<file path="config.mk">
export PLATFORM = sky130hd
export DESIGN_NAME = mem_arbiter
export DESIGN_NICKNAME = d
export VERILOG_FILES = /design/src/rtl/mem_arb_pkg.sv /design/src/rtl/mem_arb_age_ctr.sv /design/src/rtl/mem_arbiter.sv
export SDC_FILE = /design/constraint.sdc
export NUM_CORES = 1
export LEC_CHECK = 0
export BUFFER_PORTS_ARGS = -buffer_cell sky130_fd_sc_hd__buf_2
export CAP_MARGIN = 20
export CORE_MARGIN = 8
export CORE_UTILIZATION = 42
export DETAILED_ROUTE_END_ITERATION = 12
export GPL_TIMING_DRIVEN = 0
export PLACE_DENSITY_LB_ADDON = 0.05
export SYNTH_ARGS = -nofsm -noshare
export SYNTH_HDL_FRONTEND = slang
export SYNTH_SLANG_ARGS = --single-unit
</file>
<file path="constraint.sdc">
create_clock -name clk -period 5.01 [get_ports clk]
set_input_delay 0.2505 -clock clk [delete_from_list [all_inputs] [get_ports clk]]
set_output_delay 0.2505 -clock clk [all_outputs]
set_load 0.03 [all_outputs]
</file>
<file path="src/rtl/mem_arb_pkg.sv">
// Shared types for the RAM arbiter between instruction fetch (r0) and load/store (r1).
// Optional statistics counters are enabled by defining MEM_ARB_STATS_EN.
package mem_arb_pkg;

  typedef enum logic {
    PRIO_D  = 1'b0,
    FORCE_I = 1'b1
  } arb_state_t;

  localparam int WORD_ALIGN_BITS = 2;
  localparam int RSP_DATA_W      = 32;
  localparam int STAT_W          = 16;

  typedef struct packed {
    logic                  valid;
    logic                  err;
    logic [RSP_DATA_W-1:0] data;
  } arb_rsp_t;

  function automatic logic [STAT_W-1:0] sat_inc(input logic [STAT_W-1:0] v);
    return (v == {STAT_W{1'b1}}) ? v : v + STAT_W'(1);
  endfunction

endpackage

</file>
<file path="src/rtl/mem_arb_age_ctr.sv">
// Counts consecutive cycles r0 is denied while requesting; flags when the
// count is about to reach MAX_WAIT so the arbiter can force r0 next cycle.
module mem_arb_age_ctr #(
  parameter int MAX_WAIT = 4
) (
  input  logic clk,
  input  logic rst,
  input  logic r0_req_i,
  input  logic r0_gnt_i,
  output logic reach_o
);

  localparam int AGE_W = (MAX_WAIT < 1) ? 1 : $clog2(MAX_WAIT + 1);
  localparam logic [AGE_W-1:0] AGE_MAX = AGE_W'(MAX_WAIT);

  logic [AGE_W-1:0] age_q, age_d;

  always_comb begin
    age_d = age_q;
    if (!r0_req_i || r0_gnt_i) begin
      age_d = '0;
    end else if (age_q != AGE_MAX) begin
      age_d = age_q + AGE_W'(1);
    end
  end

  always_ff @(posedge clk or posedge rst) begin
    if (rst) begin
      age_q <= '0;
    end else begin
      age_q <= age_d;
    end
  end

  // Looking at the next value lets the state register enter FORCE_I on the same edge.
  assign reach_o = (age_d == AGE_MAX);

endmodule

</file>
<file path="src/rtl/mem_arbiter.sv">
// Two-port single-RAM arbiter: r1 (load/store) has default priority, r0 (fetch)
// is forced after MAX_WAIT denials. Define MEM_ARB_STATS_EN for transfer statistics.
module mem_arbiter
  import mem_arb_pkg::*;
#(
  parameter int ADDR_WIDTH = 10,
  parameter int DATA_WIDTH = 32,
  parameter int MAX_WAIT   = 4
) (
  input  logic                  clk,
  input  logic                  rst,
  input  logic                  r0_req,
  input  logic                  r0_we,
  input  logic [ADDR_WIDTH-1:0] r0_addr,
  input  logic [DATA_WIDTH-1:0] r0_wdata,
  output logic                  r0_gnt,
  output logic                  r0_rvalid,
  output logic [DATA_WIDTH-1:0] r0_rdata,
  output logic                  r0_rerr,
  input  logic                  r1_req,
  input  logic                  r1_we,
  input  logic [ADDR_WIDTH-1:0] r1_addr,
  input  logic [DATA_WIDTH-1:0] r1_wdata,
  output logic                  r1_gnt,
  output logic                  r1_rvalid,
  output logic [DATA_WIDTH-1:0] r1_rdata,
  output logic                  r1_rerr,
  output logic                  ram_write,
  output logic                  ram_read,
  output logic [ADDR_WIDTH-1:0] ram_addr,
  output logic [DATA_WIDTH-1:0] ram_wdata,
  input  logic [DATA_WIDTH-1:0] ram_rdata
`ifdef MEM_ARB_STATS_EN
  ,
  output logic [STAT_W-1:0]     stat_r0_cnt,
  output logic [STAT_W-1:0]     stat_r1_cnt,
  output logic [STAT_W-1:0]     stat_force_cnt
`endif
);

  arb_state_t state_q, state_d;
  logic       force_next;

  logic                  sel_any;
  logic                  sel_we;
  logic [ADDR_WIDTH-1:0] sel_addr;
  logic [DATA_WIDTH-1:0] sel_wdata;
  logic                  sel_misaligned;
  logic [RSP_DATA_W-1:0] rsp_word;

  arb_rsp_t rsp0_q, rsp0_d;
  arb_rsp_t rsp1_q, rsp1_d;

  mem_arb_age_ctr #(
    .MAX_WAIT(MAX_WAIT)
  ) u_age (
    .clk      (clk),
    .rst      (rst),
    .r0_req_i (r0_req),
    .r0_gnt_i (r0_gnt),
    .reach_o  (force_next)
  );

  always_ff @(posedge clk or posedge rst) begin
    if (rst) begin
      state_q <= PRIO_D;
    end else begin
      state_q <= state_d;
    end
  end

  always_comb begin
    state_d = state_q;
    case (state_q)
      PRIO_D:  if (force_next) state_d = FORCE_I;
      FORCE_I: if (!r0_req || r0_gnt) state_d = PRIO_D;
      default: state_d = PRIO_D;
    endcase
  end

  // When the favoured requester is idle, the other one takes the slot.
  always_comb begin
    r0_gnt = 1'b0;
    r1_gnt = 1'b0;
    if (state_q == FORCE_I) begin
      if (r0_req)      r0_gnt = 1'b1;
      else if (r1_req) r1_gnt = 1'b1;
    end else begin
      if (r1_req)      r1_gnt = 1'b1;
      else if (r0_req) r0_gnt = 1'b1;
    end
  end

  always_comb begin
    sel_any   = r0_gnt | r1_gnt;
    sel_we    = 1'b0;
    sel_addr  = '0;
    sel_wdata = '0;
    if (r0_gnt) begin
      sel_we    = r0_we;
      sel_addr  = r0_addr;
      sel_wdata = r0_wdata;
    end else if (r1_gnt) begin
      sel_we    = r1_we;
      sel_addr  = r1_addr;
      sel_wdata = r1_wdata;
    end
    sel_misaligned = |sel_addr[WORD_ALIGN_BITS-1:0];
  end

  // Misaligned accesses are granted so the requester can move on, but never reach the RAM.
  assign ram_write = sel_any & ~sel_misaligned & sel_we;
  assign ram_read  = sel_any & ~sel_misaligned & ~sel_we;
  assign ram_addr  = sel_addr;
  assign ram_wdata = sel_wdata;

  always_comb begin
    rsp_word = ram_read ? RSP_DATA_W'(ram_rdata) : '0;
    rsp0_d   = '0;
    rsp1_d   = '0;
    if (r0_gnt) begin
      rsp0_d.valid = 1'b1;
      rsp0_d.err   = sel_misaligned;
      rsp0_d.data  = rsp_word;
    end
    if (r1_gnt) begin
      rsp1_d.valid = 1'b1;
      rsp1_d.err   = sel_misaligned;
      rsp1_d.data  = rsp_word;
    end
  end

  always_ff @(posedge clk or posedge rst) begin
    if (rst) begin
      rsp0_q <= '0;
      rsp1_q <= '0;
    end else begin
      rsp0_q <= rsp0_d;
      rsp1_q <= rsp1_d;
    end
  end

  assign r0_rvalid = rsp0_q.valid;
  assign r0_rerr   = rsp0_q.err;
  assign r0_rdata  = DATA_WIDTH'(rsp0_q.data);
  assign r1_rvalid = rsp1_q.valid;
  assign r1_rerr   = rsp1_q.err;
  assign r1_rdata  = DATA_WIDTH'(rsp1_q.data);

`ifdef MEM_ARB_STATS_EN
  logic [STAT_W-1:0] stat_r0_q, stat_r1_q, stat_force_q;

  always_ff @(posedge clk or posedge rst) begin
    if (rst) begin
      stat_r0_q    <= '0;
      stat_r1_q    <= '0;
      stat_force_q <= '0;
    end else begin
      if (r0_gnt) stat_r0_q <= sat_inc(stat_r0_q);
      if (r1_gnt) stat_r1_q <= sat_inc(stat_r1_q);
      if (state_q == PRIO_D && state_d == FORCE_I) stat_force_q <= sat_inc(stat_force_q);
    end
  end

  assign stat_r0_cnt    = stat_r0_q;
  assign stat_r1_cnt    = stat_r1_q;
  assign stat_force_cnt = stat_force_q;
`endif

endmodule

</file>
==> flow_summary.toml, run 1 <==
[sta]
achievable_frequency_mhz = 416
worstMarginPinSlew_ps = 854
clock-skew-final_ps = 7.85
slew_headroom = 0.430
holdWs_ps = 96.5
layout_worst_path_cycle_share = 0.480
timing_max_transition_violations_final = 0
fin_crit_ps = 2410
setup_tns_after_final_layout_ps = 0
setup_repair_after_global_routing_missed_its_margin = "no"
timing_hold_violations_final = 0
setup_viol = 0

[clocking]
cts_setup_buffers = 0
clkSinkCount = 72
clock_buffer_depth = 2
cts_h_tree_depth = 3
cts.root.buffer_cell = "clkbuf_8"
cts-buffers-inserted = 9
tritoncts = "built"
clock_pin_transition_on_the_worst_setup_and_hold_timing_paths_ps = 90
postCtsResizedCells = 0
clock_latency_ps = 340
cts.hold.buffers_added = 0

[finish]
finish.instance_area_um2 = 4410
nFillCells = 564
multi_input_combinational_cell_area_um2 = 1000
nets = 597
most_frequent_cells_in_the_layout = "240 x buf_2, 72 x dfrtp_1, 40 x a22o_1"
syn_to_final_growth_pct = 50.9
proportion_of_layout_cells_with_a_drive_suffix_above_1 = 0.554
layout_commonest_cell = "buf_2"
final_core_util = 0.652
diodes = 0
register_area_um2 = 1800

[global_route]
global_route_usage_sum = 0.197
grt.met1_usage = 0.228
grt_first_pass_wirelength_um = 15200
grt.met3_usage = 0.105
grt_most_used_layer = "met2"
via_count_of_the_first_global_routing_pass = 2809
met2_usage = 0.319
number_of_antenna_violations_at_the_first_check_in_global_routing = 0
grt_overflow = 0
grt_max_degree = 73

[setup_path]
path_class = "reg2out"
cp.arrival_ps = 2160
worst_setup_path_startpoint = "state_q"
cp-end-kind = "output port"
r2r_start = "state_q"
required_ps = 4760
cp-start-kind = "flop"
timing.critical_path.fanout_max = 10

[synthesis]
mappedNetlistArea_um2 = 2920
area_share_of_and_or_nand_nor_cells_after_synthesis = 0.170
post_synth.cell_area_avg_um2 = 12.8
synthXorXnorAreaFrac = 0.00300
synth-adder-area-share = 0.00857
synthesis.instances = 228
combinational_family_with_the_most_area_after_synthesis = "simple AND/OR/NAND/NOR gates"
postSynthRegisterBits = 72
seq_area_frac_synth = 0.617
synth.yosys.warnings = 0
synth_compound_gate_area_share = 0.161
synthMuxAreaShare = 0
net_count_of_the_mapped_netlist = 352
synth.lib_cells_used.distinct = 28

[drt]
avgViaCountPerCell = 4.83
routed_wirelength_um = 10100
firstDrtPassIters = 4
route.detailed.wl_per_inst_um = 18.1
initialDrtViolationCount = 64
drtAntennaViolNets = 0
dr_total_vias = 2695
drc = 0

[run]
timing.max_cap.violations = 0

[floorplan]
design.portCount = 236
initial_core_util = 0.432
die_h_um = 99.4
die_area_um2 = 9880
dieWidth_um = 99.4
core_um2 = 6760
std_cell_rows = 30

[power]
max-vdd-ir-drop_mv = 0.192
leakage_nw = 2.76
report.power.total_mw = 1.33
power_density_nw_per_um2 = 303

[placement]
detailedPlacementHpwl_um = 8250
numPortBuffers = 234
placement.cell_area_um2 = 4200
place_congestion = 0.814

[hold_path]
worstHoldPathType = "in2async"

[status]
outcome = "finished, final reports clean"
-- logic make-up after synthesis --
family,Yosys count
AO/OA/AOI/OAI,51
XOR/XNOR,1
adder cells (fa/ha/maj),2
buffers and inverters,23
flip-flops,72
AND/OR/NAND/NOR,79
-- synthesized netlist by cell type --
| cell | instances | area, µm² |
|---|---|---|
| a2111oi_0 | 1 | 8.76 |
| a21boi_4 | 1 | 18.8 |
| a21oi_1 | 1 | 5.00 |
| a221oi_4 | 1 | 26.3 |
| a22o_1 | 40 | 350 |
| a32o_1 | 1 | 10.0 |
| a32oi_1 | 1 | 8.76 |
| a32oi_2 | 1 | 16.3 |
| and2_1 | 33 | 206 |
| and3_1 | 33 | 206 |
| buf_2 | 6 | 30.0 |
| buf_6 | 3 | 33.8 |
| clkbuf_1 | 10 | 37.5 |
| dfrtp_1 | 72 | 1800 |
| ha_1 | 2 | 25.0 |
| inv_1 | 4 | 15.0 |
| nand2_1 | 2 | 7.51 |
| nand2b_2 | 1 | 8.76 |
| nand3b_1 | 1 | 7.51 |
| nor2_1 | 2 | 7.51 |
| nor2b_1 | 2 | 12.5 |
| nor3_1 | 2 | 10.0 |
| nor3b_1 | 1 | 7.51 |
| nor4b_2 | 1 | 15.0 |
| o21a_1 | 3 | 22.5 |
| o21ai_0 | 1 | 5.00 |
| or3b_1 | 1 | 8.76 |
| xnor2_1 | 1 | 8.76 |
-- stage by stage --
stage               setup WS (ps)  std cells
floorplan                    2850        228
global placement             2230        542
detailed placement           2930        542
CTS                          2550        558
global route                 2350        558
finish                       2600        558
-- path summary, 6_finish.rpt --
kind | depth (start not counted) | to | slack, ps
min | 2 | r0_rdata[5] | 100
max reg2reg | 4 | r0_rdata[30] | 3290
max in group asynchronous | 2 | r1_rdata[14] | 4370
min in group clk | 2 | r1_rdata[7] | 120
max | 5 | ram_read | 2600
min reg2reg | 2 | u_age.age_q[0] | 590
-- worst max-delay path, cell delays in order, from the launching register on --
cell,delay (ps)
dfrtp_1,440
nand2b_2,260
a32oi_2,410
clkbuf_1,330
o21a_1,170
buf_2,220
-- cell type report --
cell class                      count  area share
Buffer                             19      0.0230
Clock buffer                       10      0.0312
Clock inverter                      6      0.0170
Inverter                            4     0.00397
Multi-Input combinational cell    133       0.228
Sequential cell                    72       0.409
Tap cell                           80      0.0227
Timing Repair Buffer              234       0.266
-- state kept, by name (all words and copies together), names as in the netlist --
| signal | count |
|---|---|
| r0_rdata | 32 |
| r0_rerr | 1 |
| r0_rvalid | 1 |
| r1_rdata | 32 |
| r1_rerr | 1 |
| r1_rvalid | 1 |
| state_q | 1 |
| u_age.age_q | 3 |
-- metal layers --
metal,vias to the layer above,share of wire
met5,-,0
met4,0,0.0096
met3,10,0.11
met2,123,0.49
met1,1255,0.39
li1,1307,-
-- power by group --
part	total [mW]	switching [mW]	internal, mW
registers	0.595	0.00339	0.592
clock network	0.479	0.227	0.251
logic	0.260	0.166	0.0944
total	1.33	0.397	0.938
No activity file was read; power rests on OpenSTA's default activity.
==> run 2: changes to the inputs <==
- CORE_UTILIZATION: 42 -> 35
- clock period: 5.01 -> 2.18 ns (I/O delays scaled with it)
==> flow_summary.toml, run 2 (synthesized netlist as in run 1, its figures left out) <==
[status]
outcome = "finished, final reports clean"

[finish]
proportion_of_layout_cells_with_a_drive_suffix_above_1 = 0.525
most_frequent_cells_in_the_layout = "240 x buf_2, 72 x dfrtp_1, 40 x a22o_1"
layout_commonest_cell = "buf_2"
syn_to_final_growth_pct = 64.8
nets = 631
diodes = 0

[clocking]
clock_latency_ps = 340
clock_pin_transition_on_the_worst_setup_and_hold_timing_paths_ps = 80
tritoncts = "built"
cts.root.buffer_cell = "clkbuf_8"
clkSinkCount = 72
clock_buffer_depth = 2
cts-buffers-inserted = 9
cts_h_tree_depth = 3

[sta]
setup_repair_after_global_routing_missed_its_margin = "no"
worstMarginPinSlew_ps = 856
timing_hold_violations_final = 0
holdWs_ps = 23.4
timing_max_transition_violations_final = 0
layout_worst_path_cycle_share = 0.945
setup_viol = 0
fin_crit_ps = 2060
clock-skew-final_ps = 14.3
achievable_frequency_mhz = 486
slew_headroom = 0.429

[drt]
drtAntennaViolNets = 0
route.detailed.wl_per_inst_um = 17.7
drc = 0
initialDrtViolationCount = 98
avgViaCountPerCell = 4.62
routed_wirelength_um = 10900
met2WireLength_um = 5640
firstDrtPassIters = 4
routed.top_layer = "met4"
met3RoutedLength_um = 1150
wl_met1_um = 4090
dr_total_vias = 2848

[floorplan]
design.portCount = 236
die_h_um = 107
initial_core_util = 0.357
std_cell_rows = 33
die_area_um2 = 11500
core_um2 = 8180
dieWidth_um = 107

[placement]
numPortBuffers = 234
place_congestion = 0.793
detailedPlacementHpwl_um = 8550

[global_route]
grt_first_pass_wirelength_um = 16400
global_route_usage_sum = 0.183
grt_overflow = 0
via_count_of_the_first_global_routing_pass = 3117
grt_max_degree = 73
number_of_antenna_violations_at_the_first_check_in_global_routing = 0

[setup_path]
required_ps = 2070
reg2reg_depth = 5
cp-start-kind = "flop"
worstReg2RegEnd = "r0_rdata[14]"
cp-end-kind = "output port"
cp.arrival_ps = 1950
rrSetupSlack_ps = 490
timing.critical_path.fanout_max = 10
r2r_start = "state_q"
path_class = "reg2out"

[power]
sw_frac_of_total = 0.288
combinationalPowerShare = 0.207
switching_power_uw = 917
report.power.total_mw = 3.19
power_density_nw_per_um2 = 663
clock_power_frac = 0.364
pwr-share-seq = 0.429
p_int_mw = 2.27
leakage_nw = 2.93
max-vdd-ir-drop_mv = 0.333

[hold_path]
worstHoldPathType = "in2reg"
hold_start = "r1_addr[0]"
whs_path_depth = 2
hold_crit_endpoint = "r1_rerr"

[run]
timing.max_cap.violations = 0
run 2: stage by stage:
stage / std cells / util / TNS, ps / setup slack, ps / area [µm²]
2_1_floorplan: 228 / - / 0 / 158 / 2920
3_3_place_gp: 567 / 0.517 / -41250 / -578 / 4220
3_5_place_dp: 567 / 0.517 / 0 / 270 / 4230
4_1_cts: 616 / 0.587 / 0 / 25.8 / 4800
5_1_grt: 617 / 0.589 / 0 / 5.74 / 4810
6_report: 617 / 0.589 / 0 / 120 / 4810
run 2: final cells by class:
cell class                      instances  area, µm²
Sequential cell                        72       1800
Clock buffer                           10        128
Clock inverter                          6       91.3
Fill cell                             728       3360
Buffer                                 19        106
Timing Repair Buffer                  268       1510
Inverter                                4       17.5
Tap cell                              105        131
Multi-Input combinational cell        133       1030
run 2: layer usage:
layer,track usage,vias up
li1,-,1373
met2,0.321,131
met3,0.0898,4
met5,0,-
met4,0.0476,0
met1,0.190,1340
run 2: timing repair:
action	in CTS	in global routing
pin swaps	0	1
hold buffers	33	0
hold endpoints to repair	121	0
setup endpoints to repair	1	21
setup buffers	0	1
resized for setup	3	7
run 2: critical path: stages (launching register included):
cell and delay [ps]:
dfrtp_1 440, a21boi_4 380, clkbuf_1 380, a22o_1 200, buf_2 210
run 2: how the worst max path moves through the flow:
| stage | startpoint | endpoint | slack, ps |
|---|---|---|---|
| final | state_q | ram_wdata[18] | 120 |
| after detailed placement | state_q | ram_read | 270 |
| after global routing | state_q | ram_wdata[15] | 6 |
| after floorplan | state_q | ram_write | 160 |
| after CTS | state_q | ram_read | 30 |
| after global placement | rst | r1_rvalid | -580 |
run 2: power groups by stage:
stage	clock [mW]	sequential, mW	combinational (mW)
5_1_grt	1.26	1.37	0.707
3_3_place_gp	0	1.39	0.605
4_1_cts	1.21	1.37	0.665
2_1_floorplan	0	1.45	0.303
3_5_place_dp	0	1.39	0.611
6_report	1.16	1.37	0.660
==> run 3: changes to the inputs <==
- CORE_UTILIZATION: 35 -> 39
- clock period: 2.18 -> 1.9 ns (I/O delays scaled with it)
==> flow_summary.toml, run 3 (synthesized netlist as in run 1, its figures left out) <==
[power]
power_density_nw_per_um2 = 719
leakage_nw = 3.00
max-vdd-ir-drop_mv = 0.641

[sta]
timing_max_transition_violations_final = 0
timing_hold_violations_final = 0
layout_worst_path_cycle_share = 0.962
clock-skew-final_ps = 5.29
setup_repair_after_global_routing_missed_its_margin = "yes"
worstMarginPinSlew_ps = 687
achievable_frequency_mhz = 547
setup_viol = 0
fin_crit_ps = 1830
slew_headroom = 0.541

[clocking]
clock_buffer_depth = 2
cts.root.buffer_cell = "clkbuf_8"
clock_latency_ps = 340
clkSinkCount = 72
clock_pin_transition_on_the_worst_setup_and_hold_timing_paths_ps = 70
cts_h_tree_depth = 3
tritoncts = "built"
cts-buffers-inserted = 9

[global_route]
grt_max_degree = 43
grt_first_pass_wirelength_um = 15900
via_count_of_the_first_global_routing_pass = 2916
global_route_usage_sum = 0.201
grt_overflow = 0
number_of_antenna_violations_at_the_first_check_in_global_routing = 0

[floorplan]
dieWidth_um = 103
design.portCount = 236
initial_core_util = 0.403
std_cell_rows = 31
core_um2 = 7250
die_h_um = 103
die_area_um2 = 10500

[drt]
drtAntennaViolNets = 0
dr_total_vias = 2857
firstDrtPassIters = 4
initialDrtViolationCount = 71
drc = 0
avgViaCountPerCell = 4.61
route.detailed.wl_per_inst_um = 18.2
routed_wirelength_um = 11300

[setup_path]
cp-start-kind = "flop"
timing.critical_path.fanout_max = 5
path_class = "reg2out"
cp-end-kind = "output port"
cp.arrival_ps = 1730
required_ps = 1800

[run]
timing.max_cap.violations = 0

[finish]
finish.instance_area_um2 = 4960
instances_no_fill = 620
syn_to_final_growth_pct = 69.7
nets = 640
diodes = 0
most_frequent_cells_in_the_layout = "225 x buf_2, 71 x dfrtp_1, 40 x a22o_1"
proportion_of_layout_cells_with_a_drive_suffix_above_1 = 0.547
layout_commonest_cell = "buf_2"

[placement]
numPortBuffers = 234
detailedPlacementHpwl_um = 8750
dpl.cell_count = 562
place_congestion = 0.913
placement.cell_area_um2 = 4250

[hold_path]
worstHoldPathType = "in2reg"

[status]
outcome = "finished, final reports clean"
==> run 3: cell types whose count changed in the layout (fill, tap and decap cells not counted), sizes merged <==
cell,before,now
buf,244,253
clkinv,3,5
inv,5,3
bufinv,2,1
clkbuf,20,19
clkinvlp,0,1
dlygate4sd3,33,34
==> run 3: metal layers <==
layer	GRT usage	share of wire
met4	0.0564	0.013
met5	0	0
met3	0.0722	0.080
met1	0.244	0.40
met2	0.329	0.51
==> run 3: what timing repair did <==
action	CTS	global route
resized for setup	29	10
endpoints found under the hold margin	93	0
buffers inserted	6	3
pin swaps	3	1
setup endpoints to repair	43	6
hold buffers	34	0
==> run 3: worst paths after layout <==
kind,startpoint,to,slack [ps],depth (start not counted)
worst min-delay path,r0_addr[1],r0_rerr,30,2
worst max-delay path,state_q,ram_read,70,5
worst max register to register,state_q,r0_rdata[16],150,5
max in group asynchronous,rst,r1_rdata[23],890,4
min in group asynchronous,rst,r1_rdata[17],400,3
worst min register to register,u_age.age_q[0],u_age.age_q[0],580,2
==> run 3: power breakdown <==
| part | leakage (nW) | internal [mW] | switching [mW] |
|---|---|---|---|
| combinational | 1.90 | 0.341 | 0.469 |
| sequential | 0.990 | 1.56 | 0.00916 |
| clock | 0.106 | 0.635 | 0.551 |
| total | 3.00 | 2.54 | 1.03 |
==> run 3: metrics by stage <==
step	setup TNS, ps	utilization	setup WS, ps	total power [mW]	hold slack (ps)
6_report	0	0.683	72.3	3.57	34.9
4_1_cts	0	0.678	11.5	3.59	11.9
2_1_floorplan	0	-	133	2.01	212
3_3_place_gp	-38.8	0.583	-38.8	2.29	312
5_1_grt	-3.66	0.683	-3.66	3.72	21.8
3_5_place_dp	-41.7	0.585	-41.7	2.30	241
==> run 3: layout make-up <==
| class | count | area [µm²] |
|---|---|---|
| buffer | 18 | 141 |
| clock inverter | 6 | 58.8 |
| sequential | 72 | 1800 |
| tap | 99 | 124 |
| multi-input combinational | 133 | 1040 |
| clock buffer | 10 | 138 |
| timing repair buffer | 278 | 1640 |
| fill | 574 | 2300 |
| inverter | 4 | 18.8 |
==> run 3: worst max-delay path, cell delays in order, from the launching register on <==
cell and delay [ps]:
dfrtp_2 450, nand2b_4 170, a32oi_4 320, buf_8 150
o21a_1 110, clkbuf_4 180
